===== config.mk =====
export PLATFORM = sky130hd
export DESIGN_NAME = board_input_conditioner
export DESIGN_NICKNAME = d
export VERILOG_FILES = /design/src/rtl/board_input_conditioner.sv
export SDC_FILE = /design/constraint.sdc
export NUM_CORES = 1
export LEC_CHECK = 0
export CAP_MARGIN = 20
export CORE_ASPECT_RATIO = 2
export CORE_UTILIZATION = 55
export CTS_BUF_LIST = sky130_fd_sc_hd__clkbuf_8
export DETAILED_ROUTE_END_ITERATION = 6
export PLACE_DENSITY = 0.81
export SKIP_LAST_GASP = 1
export SLEW_MARGIN = 20
export SYNTH_ARGS = -nofsm -noshare
export SYNTH_HDL_FRONTEND = slang
export SYNTH_SLANG_ARGS = --single-unit

===== constraint.sdc =====
create_clock -name CCLK -period 5.23 [get_ports CCLK]
set_input_delay 1.3075 -clock CCLK [delete_from_list [all_inputs] [get_ports CCLK]]
set_output_delay 1.3075 -clock CCLK [all_outputs]
set_load 0.01 [all_outputs]

===== src/rtl/board_input_conditioner.sv =====
// Board input front end: two-flop sync and per-channel debounce for buttons, switches and
// the encoder push, plus quadrature decode of the rotary encoder into step/direction/position.
module board_input_conditioner #(
    parameter int unsigned N_BTN   = 4,
    parameter int unsigned N_SW    = 4,
    parameter int unsigned DEB_CYC = 500000,
    parameter int unsigned ROT_DEB = 5000,
    parameter int unsigned CNT_W   = 20,
    parameter int unsigned POS_W   = 8
) (
    input  logic             CCLK,
    input  logic             RSTN,
    input  logic [N_BTN-1:0] BTN_RAW,
    input  logic [N_SW-1:0]  SW_RAW,
    input  logic             ROTA,
    input  logic             ROTB,
    input  logic             ROTCTR,
    output logic [N_BTN-1:0] BTN_LVL,
    output logic [N_BTN-1:0] BTN_PRESS,
    output logic [N_BTN-1:0] BTN_REL,
    output logic [N_SW-1:0]  SW_LVL,
    output logic             ROTCTR_PRESS,
    output logic             ROT_STEP,
    output logic             ROT_DIR,
    output logic [POS_W-1:0] ROT_POS
);

    // Slow group: buttons, switches, encoder push (MSB). Fast group: {ROTB, ROTA}.
    localparam int unsigned N_D = N_BTN + N_SW + 1;
    localparam int unsigned N_R = 2;
    localparam logic [CNT_W-1:0] D_LAST = CNT_W'(DEB_CYC - 1);
    localparam logic [CNT_W-1:0] R_LAST = CNT_W'(ROT_DEB - 1);

    logic [N_D-1:0]   w_d_raw;
    logic [N_D-1:0]   r_d_s1;
    logic [N_D-1:0]   r_d_s2;
    logic [N_D-1:0]   r_d_stb;
    logic [N_D-1:0]   w_d_stb_nxt;
    logic [CNT_W-1:0] r_d_cnt     [N_D];
    logic [CNT_W-1:0] w_d_cnt_nxt [N_D];

    logic [N_R-1:0]   w_r_raw;
    logic [N_R-1:0]   r_r_s1;
    logic [N_R-1:0]   r_r_s2;
    logic [N_R-1:0]   r_r_stb;
    logic [N_R-1:0]   w_r_stb_nxt;
    logic [CNT_W-1:0] r_r_cnt     [N_R];
    logic [CNT_W-1:0] w_r_cnt_nxt [N_R];

    logic [N_BTN-1:0] w_btn_press;
    logic [N_BTN-1:0] w_btn_rel;
    logic             w_ctr_press;
    logic             w_a_rise;
    logic             w_b_new;

    logic [N_BTN-1:0] r_btn_press;
    logic [N_BTN-1:0] r_btn_rel;
    logic             r_ctr_press;
    logic             r_step;
    logic             r_dir;
    logic [POS_W-1:0] r_pos;

    assign w_d_raw = {ROTCTR, SW_RAW, BTN_RAW};
    assign w_r_raw = {ROTB, ROTA};

    // Slow-group debounce: accept a differing sample once it has persisted DEB_CYC edges.
    always_comb begin
        w_d_stb_nxt = r_d_stb;
        for (int unsigned i = 0; i < N_D; i++) begin
            w_d_cnt_nxt[i] = '0;
            if (r_d_s2[i] != r_d_stb[i]) begin
                if (r_d_cnt[i] == D_LAST) begin
                    w_d_stb_nxt[i] = r_d_s2[i];
                end else begin
                    w_d_cnt_nxt[i] = r_d_cnt[i] + CNT_W'(1);
                end
            end
        end
    end

    // Encoder-pin debounce, same rule with the shorter ROT_DEB window.
    always_comb begin
        w_r_stb_nxt = r_r_stb;
        for (int unsigned i = 0; i < N_R; i++) begin
            w_r_cnt_nxt[i] = '0;
            if (r_r_s2[i] != r_r_stb[i]) begin
                if (r_r_cnt[i] == R_LAST) begin
                    w_r_stb_nxt[i] = r_r_s2[i];
                end else begin
                    w_r_cnt_nxt[i] = r_r_cnt[i] + CNT_W'(1);
                end
            end
        end
    end

    assign w_btn_press = w_d_stb_nxt[N_BTN-1:0] & ~r_d_stb[N_BTN-1:0];
    assign w_btn_rel   = ~w_d_stb_nxt[N_BTN-1:0] & r_d_stb[N_BTN-1:0];
    assign w_ctr_press = w_d_stb_nxt[N_D-1] & ~r_d_stb[N_D-1];
    // B is taken from its next accepted value so a same-edge B acceptance is honoured.
    assign w_a_rise    = w_r_stb_nxt[0] & ~r_r_stb[0];
    assign w_b_new     = w_r_stb_nxt[1];

    always_ff @(posedge CCLK or negedge RSTN) begin
        if (!RSTN) begin
            r_d_s1  <= '0;
            r_d_s2  <= '0;
            r_d_stb <= '0;
            r_r_s1  <= '0;
            r_r_s2  <= '0;
            r_r_stb <= '0;
            for (int unsigned i = 0; i < N_D; i++) r_d_cnt[i] <= '0;
            for (int unsigned i = 0; i < N_R; i++) r_r_cnt[i] <= '0;
        end else begin
            r_d_s1  <= w_d_raw;
            r_d_s2  <= r_d_s1;
            r_d_stb <= w_d_stb_nxt;
            r_r_s1  <= w_r_raw;
            r_r_s2  <= r_r_s1;
            r_r_stb <= w_r_stb_nxt;
            for (int unsigned i = 0; i < N_D; i++) r_d_cnt[i] <= w_d_cnt_nxt[i];
            for (int unsigned i = 0; i < N_R; i++) r_r_cnt[i] <= w_r_cnt_nxt[i];
        end
    end

    // Event pulses and encoder position, registered alongside the level change.
    always_ff @(posedge CCLK or negedge RSTN) begin
        if (!RSTN) begin
            r_btn_press <= '0;
            r_btn_rel   <= '0;
            r_ctr_press <= 1'b0;
            r_step      <= 1'b0;
            r_dir       <= 1'b0;
            r_pos       <= '0;
        end else begin
            r_btn_press <= w_btn_press;
            r_btn_rel   <= w_btn_rel;
            r_ctr_press <= w_ctr_press;
            r_step      <= w_a_rise;
            if (w_a_rise) begin
                r_dir <= ~w_b_new;
                r_pos <= w_b_new ? (r_pos - POS_W'(1)) : (r_pos + POS_W'(1));
            end
        end
    end

    assign BTN_LVL      = r_d_stb[N_BTN-1:0];
    assign SW_LVL       = r_d_stb[N_BTN +: N_SW];
    assign BTN_PRESS    = r_btn_press;
    assign BTN_REL      = r_btn_rel;
    assign ROTCTR_PRESS = r_ctr_press;
    assign ROT_STEP     = r_step;
    assign ROT_DIR      = r_dir;
    assign ROT_POS      = r_pos;

endmodule


==> qor.txt, run 1 <==
status: finished, final reports clean
fin crit period: 3.33 ns
Critical Path AT: 3.72 ns
RSZ-0062 raised after global routing: false
min-delay worst type: reg -> reg
number of global-route vias before repair: 9,023
CTS resizes: 0
Sink Count: 272
Root Driver: clkbuf_8
utilization after layout: 0.629
Hold Vio Cnt, Final: 0
Yosys cell types: 40
Crit Path Category: reg -> reg
Worst Tran Pin Value: 0.844 ns
Clock H-tree levels: 2
via count: 8,571
Yosys warnings: 0
hold_sp: r_d_s1[0]$_DFF_PN0_
First-pass DRT Iterations: 4
most used cell, CP: a21oi_1
clk buf depth: 3
met1 usage: 0.230
fmax: 300 MHz
gr ovfl total: 0
DRC Markers: 0
launching point of the worst reg2reg path: r_r_cnt[6]$_DFF_PN0_
Worst setup EP type: flip-flop
maxcap violations: 0
total die area: 23,300 um2
setup TNS: 0 ns
Initial Utilization: 0.562
GR Layer Usage met3: 0.0300
routability cong.: 0.822
met2 usage: 0.378
syn_nets: 1,250
CP Launch Type: flip-flop
1st-iter DRT viols: 356
share of layout cells above drive strength 1: 0.0669
Syn Area/Cell: 10.2 um2
top-level I/O count: 40
die height: 215 um
crit share post-route: 0.637
CTS tree: done
area grow syn2layout: 12.0%
fraction of registers with async set/reset: 1.00
Finish-stage setup viols: 0
normalized max-slew margin: 0.437
Critical-path top delay cell: or4_1
# fillers: 1,837
die span in x: 108 um
# Post-CTS Setup Buffers: 0
# port buffers: 39
predominant post-synthesis flop cell: dfrtp_1
Setup Skew: 0.0143 ns
cell breakdown of the critical path: or4_1, nor4_1, and4_1, mux2_4, fa_1, a21o_1, a21oi_1, o21bai_1, a21oi_1, xor2_1, o21ai_0
multi-input logic area: 5370 um2
register bit total from synthesis: 272
drt wl/cell: 14.1 um
CP Max Fanout: 11
core area: 22,200 um2
CTS Buf Count: 39
CTS clk-pin slew, worst paths: 0.07 ns
gr busiest metal: met2
cells after synthesis: 1,218
Mapped Area: 12,400 um2
largest net degree at the start of global routing: 115
required time worst endpoint: 5.62 ns
HPWL after DPL: 14,800 um
Post-synth EDFFs: 0
Pwr per Cell Area: 302 nW/um2
most common cell after layout, fill and taps aside: dfrtp_1
post-synthesis sequential area ratio: 0.547
Worst-Skew Late Latency: 0.54 ns
peak supply drop: 214 uV
final slew viol count: 0
Layout Nets: 1,303
initial antenna violation count: 0
register area: 6810 um2
Leakage: 6.27 nW
commonest cells after routing, fill and taps aside: dfrtp_1 (272), nor2_1 (257), xor2_1 (130), nand2_1 (91), xnor2_1 (81)
final antenna diode count: 0
first-pass GRT wire length: 39,300 um
All-Layer GR Usage: 0.205
DR vias/cell: 5.44
Critical Path Source: r_r_cnt[6]$_DFF_PN0_
Rows: 77
DRT antenna net count: 0
Post-Route WL: 22,300 um
crit-path max cell delay: 0.53 ns
Post-CTS Hold Fix Bufs: 0
==> area by class of cell <==
cell class                 instances  area share
clock buffer                      47      0.0464
clock inverter                    23      0.0186
inverter                          24     0.00646
multi-input combinational        892       0.385
sequential                       272       0.488
tap                              276      0.0248
timing repair buffer              42      0.0309
==> final timing paths <==
path	end	slack (ns)	cells past startpoint
setup / recovery	ROT_POS[6]$_DFFE_PN0P_	1.90	11
setup reg to reg	ROT_POS[6]$_DFFE_PN0P_	1.90	11
max in group asynchronous	r_d_stb[8]$_DFF_PN0_	3.32	2
hold / removal	r_d_s2[0]$_DFF_PN0_	0.35	0
min in group asynchronous	r_d_cnt[96]$_DFF_PN0_	0.84	1
hold reg to reg	r_d_s2[0]$_DFF_PN0_	0.35	0
==> layer usage <==
layer / vias up / part of all wire
met1: 4247 / 0.40
met3: 54 / 0.026
li1: 4153 / -
met5: - / 0
met4: 0 / 0.030
met2: 117 / 0.55
==> registers in the layout, summed over array words and instances (netlist names) <==
register / count
r_d_cnt: 180
r_r_stb: 2
r_r_cnt: 40
BTN_PRESS: 4
r_d_s2: 9
r_r_s1: 2
ROTCTR_PRESS: 1
ROT_POS: 8
ROT_DIR: 1
r_d_stb: 9
r_d_s1: 9
r_r_s2: 2
BTN_REL: 4
ROT_STEP: 1
==> through the flow <==
stage / hold slack (ns) / total power [mW] / cells / cell area [um2] / worst slack [ns]
6_report: 0.349 / 4.22 / 1576 / 13900 / 1.90
3_5_place_dp: 0.335 / 2.33 / 1506 / 13000 / 1.95
5_1_grt: 0.365 / 4.38 / 1576 / 13900 / 1.72
2_1_floorplan: 0.331 / 2.26 / 1218 / 12400 / 2.22
3_3_place_gp: 0.333 / 2.32 / 1506 / 13000 / 2.03
4_1_cts: 0.352 / 4.28 / 1576 / 13900 / 1.91
==> Yosys cell counts, types with 2 or more instances <==
master      n  area share
inv_1      24      0.0072
clkbuf_1    4      0.0012
and3_1     40       0.020
a21oi_1     7      0.0028
nor4b_1     4      0.0028
xnor2_1    81       0.057
nor2_1    257       0.078
xor2_1    130       0.091
nand4_1    43       0.022
o21a_1      2      0.0012
nand3_1    78       0.031
or4_1      11      0.0066
nor2b_1    10      0.0050
nor3_1     19      0.0076
buf_4      15      0.0090
o21ai_0    11      0.0044
and4_1     13      0.0091
and2_1      7      0.0035
nand2b_1    6      0.0030
nor3b_1     9      0.0054
or2_1       2      0.0010
or3_1       7      0.0035
nand2_1    91       0.027
or2_2       7      0.0035
dfrtp_1   272        0.55
ha_1       18       0.018
mux2_2     10      0.0090
buf_2      11      0.0044
nor4_1     18      0.0090
==> kinds of logic after synthesis <==
family / synth area share
simple gates: 0.241
fa+ha+maj: 0.0197
mux: 0.0111
flops: 0.547
buf+inv: 0.0219
xor+xnor: 0.149
compound gates: 0.0108
==> power by group <==
part | total (mW) | switching, mW | internal, mW
registers | 2.16 | 0.0259 | 2.13
logic | 0.124 | 0.0877 | 0.0367
clock network | 1.93 | 0.814 | 1.12
total | 4.22 | 0.927 | 3.29
==> critical path: cells and delay by family (launching register included) <==
| kind | cells | cell delay, ns |
|---|---|---|
| AND/OR/NAND/NOR | 3 | 1.03 |
| AO/OA/AOI/OAI | 5 | 0.78 |
| adder cells (fa/ha/maj) | 1 | 0.43 |
| flip-flops | 1 | 0.42 |
| multiplexers | 1 | 0.39 |
| XOR/XNOR | 1 | 0.15 |
Power figures use the tool's default switching activity.
==> inputs of run 2 (changes only) <==
--- a/config.mk
+++ b/config.mk
@@ -10,7 +10,7 @@
 export CORE_UTILIZATION = 55
 export CTS_BUF_LIST = sky130_fd_sc_hd__clkbuf_8
 export DETAILED_ROUTE_END_ITERATION = 6
-export PLACE_DENSITY = 0.81
+export PLACE_DENSITY = 0.83
 export SKIP_LAST_GASP = 1
 export SLEW_MARGIN = 20
 export SYNTH_ARGS = -nofsm -noshare
==> constraint.sdc (replaced) <==
create_clock -name CCLK -period 3 [get_ports CCLK]
set_input_delay 0.75 -clock CCLK [delete_from_list [all_inputs] [get_ports CCLK]]
set_output_delay 0.75 -clock CCLK [all_outputs]
set_load 0.01 [all_outputs]
==> run 2 against run 1 <==
Compared with the run above:
- the flow now finishes with violations (setup timing)
- sequential power increased by 75%
- via count is 1.7% higher
- combinational power increased by 78%
- final area is 0.95% higher
- sequential share of layout area down 0.46 points
- worst setup slack worse by 2.0 ns
- routed wire length rose by 3.1%
- global-route usage rose by 0.35 points
- clock power grew 53%
- critical path depth did not move
==> qor.txt, run 2 (same netlist as run 1, synthesis figures left out) <==
First-pass DRT Iterations: 4 (unchanged)
Leakage: 6.34 nW (+1.1%)
Sink Count: 272 (unchanged)
fin crit period: 3.07 ns (-0.266 ns)
CP Max Fanout: 4 (-7)
CTS Buf Count: 39 (unchanged)
largest net degree at the start of global routing: 76 (-34%)
Setup WS pre-CTS: -0.213 ns (-2.16 ns)
r2r endpoint: ROT_POS[7]$_DFFE_PN0P_
launching point of the worst reg2reg path: r_r_cnt[6]$_DFF_PN0_
first-pass GRT wire length: 40,100 um (+1.9%)
crit-path max cell delay: 0.55 ns (+0.02 ns)
Finish-stage setup viols: 3 (+3)
Reg2Reg Setup Slack: -0.07 ns (-1.96 ns)
failing checks: setup timing
status: finished, violations left
fmax: 326 MHz (+8.7%)
Post-Route WL: 23,000 um (+3.1%)
number of global-route vias before repair: 9,311 (+3.2%)
Worst Tran Pin Value: 0.715 ns (-0.129 ns)
Critical Path AT: 3.49 ns (-0.23 ns)
min-delay worst type: in -> async
final slew viol count: 0 (unchanged)
required time worst endpoint: 3.43 ns (-2.19 ns)
RSZ-0062 raised after global routing: true
Worst-Skew Late Latency: 0.54 ns (about the same)
register area: 6810 um2 (unchanged)
Hold Vio Cnt, Final: 0 (unchanged)
multi-input logic area: 5470 um2 (+2.0%)
maxcap violations: 0 (unchanged)
gr ovfl total: 0 (unchanged)
Pwr per Cell Area: 494 nW/um2 (+63%)
non-filler cells, final: 1,591 (+0.95%)
# port buffers: 39 (unchanged)
core area: 22,200 um2 (unchanged)
HPWL after DPL: 15,100 um (+1.8%)
DRT antenna net count: 0 (unchanged)
All-Layer GR Usage: 0.208 (+0.00347)
Setup Skew: 0.0144 ns (+0.000128 ns)
Clock H-tree levels: 2 (unchanged)
Largest register FFs: 180 (unchanged)
via count: 8,713 (+1.7%)
die height: 215 um (unchanged)
Crit Path Category: reg -> reg
top-level I/O count: 40 (unchanged)
CP Launch Type: flip-flop
Layout Nets: 1,321 (+1.4%)
Worst setup EP type: flip-flop
Critical-path top delay cell: or4_4
die span in x: 108 um (unchanged)
R2R cell count: 11 (unchanged)
normalized max-slew margin: 0.523 (+0.0860)
peak supply drop: 525 uV (+150%)
drt wl/cell: 14.4 um (+2.1%)
post-route worst setup slack: -0.0664 ns (-1.96 ns)
Initial Utilization: 0.562 (unchanged)
Root Driver: clkbuf_8
initial antenna violation count: 0 (unchanged)
clk buf depth: 3 (unchanged)
total die area: 23,300 um2 (unchanged)
CTS clk-pin slew, worst paths: 0.06 ns (about the same)
# fillers: 1,753 (-4.6%)
share of layout cells above drive strength 1: 0.0814 (+0.0145)
placed instance count: 1,521 (+1.0%)
most common cell after layout, fill and taps aside: dfrtp_1
routability cong.: 0.832 (+1.2%)
total power: 6.95 mW (+65%)
DRC Markers: 0 (unchanged)
Top reg by flops: r_d_cnt
cell breakdown of the critical path: or4_4, nor4_4, and4_4, mux2_4, buf_4, ha_1, or4_1, o22ai_2, and2_1, mux2i_1, xnor2_1
CTS tree: done
area grow syn2layout: 13.1%
DR vias/cell: 5.48 (+0.70%)
commonest cells after routing, fill and taps aside: dfrtp_1 (272), nor2_1 (257), xor2_1 (130), nand2_1 (91), xnor2_1 (81)
biggest regs: r_d_cnt x180, r_r_cnt x40
crit share post-route: 1.02 (+0.385)
Rows: 77 (unchanged)
1st-iter DRT viols: 369 (+3.7%)
==> run 2: cell types whose count changed in the layout (fill, tap and decap cells not counted), sizes merged <==
| cell | change |
|---|---|
| diode | +1 |
| mux2 | +1 |
| clkinv | -5 |
| buf | +17 |
| bufinv | -3 |
| inv | +7 |
| clkbuf | -3 |
==> run 2: area by class of cell <==
type,instances,share of cell area
Sequential cell,272,0.484
Multi-Input combinational cell,893,0.389
Clock buffer,44,0.0430
Timing Repair Buffer,59,0.0414
Tap cell,276,0.0245
Clock inverter,22,0.0121
Inverter,24,0.00640
Antenna cell,1,0.000178
==> run 2: metal layers <==
metal,wire length (um),GRT usage,part of all wire,up-vias
met5,0,0,0,-
met4,866,0.104,0.038,0
met3,567,0.0276,0.025,72
met2,12700,0.382,0.55,123
met1,8890,0.230,0.39,4319
li1,-,-,-,4199
==> run 2: how the worst max path moves through the flow <==
stage | startpoint | endpoint | slack (ns) | cells past startpoint
detailed placement | r_r_cnt[10]$_DFF_PN0_ | ROT_POS[6]$_DFFE_PN0P_ | -0.21 | 11
floorplan | r_r_cnt[6]$_DFF_PN0_ | ROT_POS[6]$_DFFE_PN0P_ | -0.01 | 11
global placement | r_r_cnt[6]$_DFF_PN0_ | ROT_POS[6]$_DFFE_PN0P_ | -0.15 | 11
CTS | r_r_cnt[6]$_DFF_PN0_ | ROT_POS[6]$_DFFE_PN0P_ | -0.02 | 11
global route | r_r_cnt[6]$_DFF_PN0_ | ROT_POS[7]$_DFFE_PN0P_ | -0.18 | 12
finish | r_r_cnt[6]$_DFF_PN0_ | ROT_POS[7]$_DFFE_PN0P_ | -0.07 | 11
==> run 2: repair_timing <==
| action | in CTS | in global routing |
|---|---|---|
| resized for setup | 13 | 6 |
| pin swaps | 4 | 1 |
| cloned | 1 | 0 |
| hold buffers | 0 | 0 |
| setup buffers | 1 | 1 |
| setup endpoints to repair | 4 | 4 |
==> run 2: worst max-delay path, delay by kind of cell (launching register included) <==
family                     cells  cell delay (ns)
AOI/OAI and AO/OA              1             0.13
xor gates and xnor gates       1             0.12
adders and majority gates      1             0.20
buffers and inverters          1             0.14
DFF                            1             0.38
muxes                          2             0.40
and+or+nand+nor                5             1.57
==> run 2: where the power goes <==
part	internal [mW]	total, mW	switching [mW]
clock	1.60	2.96	1.37
combinational	0.0678	0.221	0.153
sequential	3.72	3.77	0.0463
total	5.38	6.95	1.57
==> run 2: metrics by stage <==
step / cell area, um2 / setup TNS (ns) / util / hold slack [ns]
global route: 14100 / -0.424 / 0.635 / 0.183
finish: 14100 / -0.103 / 0.635 / 0.141
floorplan: 12400 / -0.0149 / - / 0.331
detailed placement: 13200 / -0.530 / 0.595 / 0.335
global placement: 13200 / -0.325 / 0.595 / 0.332
CTS: 14000 / -0.0387 / 0.633 / 0.146
==> inputs of run 3 (changes only) <==
--- a/config.mk
+++ b/config.mk
@@ -6,11 +6,15 @@
 export NUM_CORES = 1
 export LEC_CHECK = 0
 export CAP_MARGIN = 20
+export CELL_PAD_IN_SITES_DETAIL_PLACEMENT = 1
+export CELL_PAD_IN_SITES_GLOBAL_PLACEMENT = 2
 export CORE_ASPECT_RATIO = 2
-export CORE_UTILIZATION = 55
+export CORE_MARGIN = 2
+export CORE_UTILIZATION = 38
 export CTS_BUF_LIST = sky130_fd_sc_hd__clkbuf_8
+export CTS_CLUSTER_DIAMETER = 100
 export DETAILED_ROUTE_END_ITERATION = 6
-export PLACE_DENSITY = 0.83
+export PLACE_DENSITY = 0.86
 export SKIP_LAST_GASP = 1
 export SLEW_MARGIN = 20
 export SYNTH_ARGS = -nofsm -noshare
==> run 3 against run 2 <==
Compared with the run above:
- the flow still finishes with violations (setup timing)
- global-route usage decreased by 4.8 points
- sequential share of layout area down 1.3 points
- register-to-register slack worse by 0.06 ns
- worst hold slack worse by 0.022 ns
- critical path depth did not move
- worst setup slack worse by 0.065 ns
- via count up 1.4%
- combinational power increased by 5%
- total power grew 5.6%
==> qor.txt, run 3 (same netlist as run 1, synthesis figures left out) <==
Worst-Skew Late Latency: 0.58 ns (+0.04 ns)
via count: 8,836 (+1.4%)
Post-CTS Hold Fix Bufs: 0 (unchanged)
Pwr per Cell Area: 507 nW/um2 (+2.8%)
HPWL after DPL: 17,900 um (+19%)
area grow syn2layout: 16.2%
CP Launch Type: flip-flop
die height: 260 um (+21%)
Clock power frac: 0.455 (+0.029)
Root Driver: clkbuf_8
die span in x: 132 um (+22%)
commonest cells after routing, fill and taps aside: dfrtp_1 (272), nor2_1 (257), xor2_1 (130), nand2_1 (91), xnor2_1 (81)
All-Layer GR Usage: 0.160 (-0.0484)
DRT antenna net count: 0 (unchanged)
Post-DP Area: 13,400 um2 (+1.9%)
Setup Skew: 0.0196 ns (+0.00525 ns)
Worst setup EP type: flip-flop
Largest register FFs: 180 (unchanged)
Clock H-tree levels: 2 (unchanged)
maxcap violations: 0 (unchanged)
fmax: 319 MHz (-2.1%)
Finish-stage setup viols: 4 (+1)
DRC Markers: 0 (unchanged)
drt wl/cell: 14.8 um (+2.4%)
clk buf depth: 3 (unchanged)
First-pass DRT Iterations: 4 (unchanged)
post-route worst setup slack: -0.131 ns (-0.0650 ns)
Rows: 93 (+21%)
normalized max-slew margin: 0.495 (-0.0282)
first-pass GRT wire length: 46,100 um (+15%)
Sink Count: 272 (unchanged)
required time worst endpoint: 3.43 ns (about the same)
RSZ-0062 raised after global routing: true
min-delay worst type: in -> async
final slew viol count: 0 (unchanged)
crit-path max cell delay: 0.54 ns (about the same)
gr ovfl total: 0 (unchanged)
Seq pwr share: 0.513 (-0.029)
CTS tree: done
peak supply drop: 299 uV (-43%)
Layout Nets: 1,339 (+1.4%)
Comb pwr share: 0.032 (about the same)
routability cong.: 0.758 (-9.0%)
1st-iter DRT viols: 241 (-35%)
cell breakdown of the critical path: or4_4, nor4_2, and4_4, mux2_4, fa_2, a21o_1, a21oi_2, o21bai_1, a21oi_1, xor2_1, o21ai_1
Setup WS pre-CTS: -0.281 ns (-0.0684 ns)
Sw Pwr: 1.73 mW (+10%)
status: finished, violations left
Critical-path top delay cell: or4_4
fin area: 14,500 um2 (+2.8%)
most common cell after layout, fill and taps aside: dfrtp_1
biggest regs: r_d_cnt x180, r_r_cnt x40
Leakage: 6.46 nW (+2.0%)
# port buffers: 39 (unchanged)
share of layout cells above drive strength 1: 0.100 (+0.0187)
largest net degree at the start of global routing: 66 (-13%)
CP Max Fanout: 8 (+4)
Hold Vio Cnt, Final: 0 (unchanged)
Post-Route WL: 26,100 um (+14%)
total die area: 34,300 um2 (+47%)
CTS Buf Count: 43 (+10%)
crit share post-route: 1.04 (+0.0217)
top-level I/O count: 40 (unchanged)
Initial Utilization: 0.386 (-0.176)
core area: 32,200 um2 (+45%)
Top reg by flops: r_d_cnt
fin crit period: 3.13 ns (+0.0650 ns)
switching portion of total power: 0.236 (+0.0104)
number of global-route vias before repair: 9,817 (+5.4%)
Worst Tran Pin Value: 0.757 ns (+0.0423 ns)
initial antenna violation count: 1 (+1)
# fillers: 3,639 (+110%)
Critical Path AT: 3.56 ns (+0.07 ns)
failing checks: setup timing
Pint: 5.61 mW (+4.2%)
Crit Path Category: reg -> reg
DR vias/cell: 5.00 (-8.6%)
CTS clk-pin slew, worst paths: 0.07 ns (about the same)
run 3: area by class of cell:
class | count | area (um2) | area share
antenna | 1 | 2.50 | 0.000173
sequential | 272 | 6810 | 0.471
clock inverter | 25 | 198 | 0.0137
multi-input combinational | 892 | 5430 | 0.376
timing repair buffer | 74 | 699 | 0.0483
clock buffer | 51 | 702 | 0.0485
tap | 427 | 534 | 0.0369
inverter | 24 | 90.1 | 0.00623
run 3: worst max-delay path: cells and delay by family (launching register included):
kind / cells / cell delay (ns)
compound gates: 5 / 0.70
fa+ha+maj: 1 / 0.37
simple gates: 3 / 1.02
xor+xnor: 1 / 0.16
mux: 1 / 0.37
flops: 1 / 0.38
run 3: stage by stage:
step / setup TNS [ns] / hold slack [ns] / utilization / total power [mW] / instances
5_1_grt: -0.863 / 0.132 / 0.449 / 7.66 / 1766
6_report: -0.300 / 0.119 / 0.449 / 7.34 / 1766
2_1_floorplan: -0.0149 / 0.331 / - / 3.94 / 1218
4_1_cts: -0.273 / 0.104 / 0.447 / 7.48 / 1762
3_3_place_gp: -0.326 / 0.336 / 0.416 / 4.07 / 1680
3_5_place_dp: -0.839 / 0.336 / 0.416 / 4.08 / 1680
run 3: per-layer routing:
metal | vias to the layer above | track usage | routed length [um]
met2 | 89 | 0.309 | 14700
li1 | 4227 | - | -
met4 | 0 | 0.0628 | 765
met3 | 56 | 0.0265 | 662
met1 | 4464 | 0.170 | 10000
met5 | - | 0 | 0
run 3: power groups by stage:
stage                     registers (mW)  clock network, mW  logic (mW)
final                               3.77               3.34       0.233
after global routing                3.77               3.62       0.275
after CTS                           3.77               3.47       0.248
after detailed placement            3.83                  0       0.246
after global placement              3.83                  0       0.239
after floorplan                     3.82                  0       0.115
run 3: final timing paths:
| kind | start | endpoint | slack, ns | depth (start not counted) |
|---|---|---|---|---|
| setup / recovery | r_r_cnt[13]$_DFF_PN0_ | ROT_POS[6]$_DFFE_PN0P_ | -0.13 | 11 |
| hold / removal | RSTN | r_d_cnt[132]$_DFF_PN0_ | 0.12 | 1 |
| setup reg to reg | r_r_cnt[13]$_DFF_PN0_ | ROT_POS[6]$_DFFE_PN0P_ | -0.13 | 11 |
| hold reg to reg | r_r_s1[0]$_DFF_PN0_ | r_r_s2[0]$_DFF_PN0_ | 0.35 | 0 |
| max in group asynchronous | RSTN | r_r_cnt[31]$_DFF_PN0_ | 2.12 | 2 |
| min in group CCLK | r_r_s1[0]$_DFF_PN0_ | r_r_s2[0]$_DFF_PN0_ | 0.35 | 0 |
run 3: repair_timing:
action                     4_1_cts  5_1_grt
gates resized for setup         13        6
pin swaps                       11       10
setup endpoints to repair        4        5
buffers inserted                 6        3
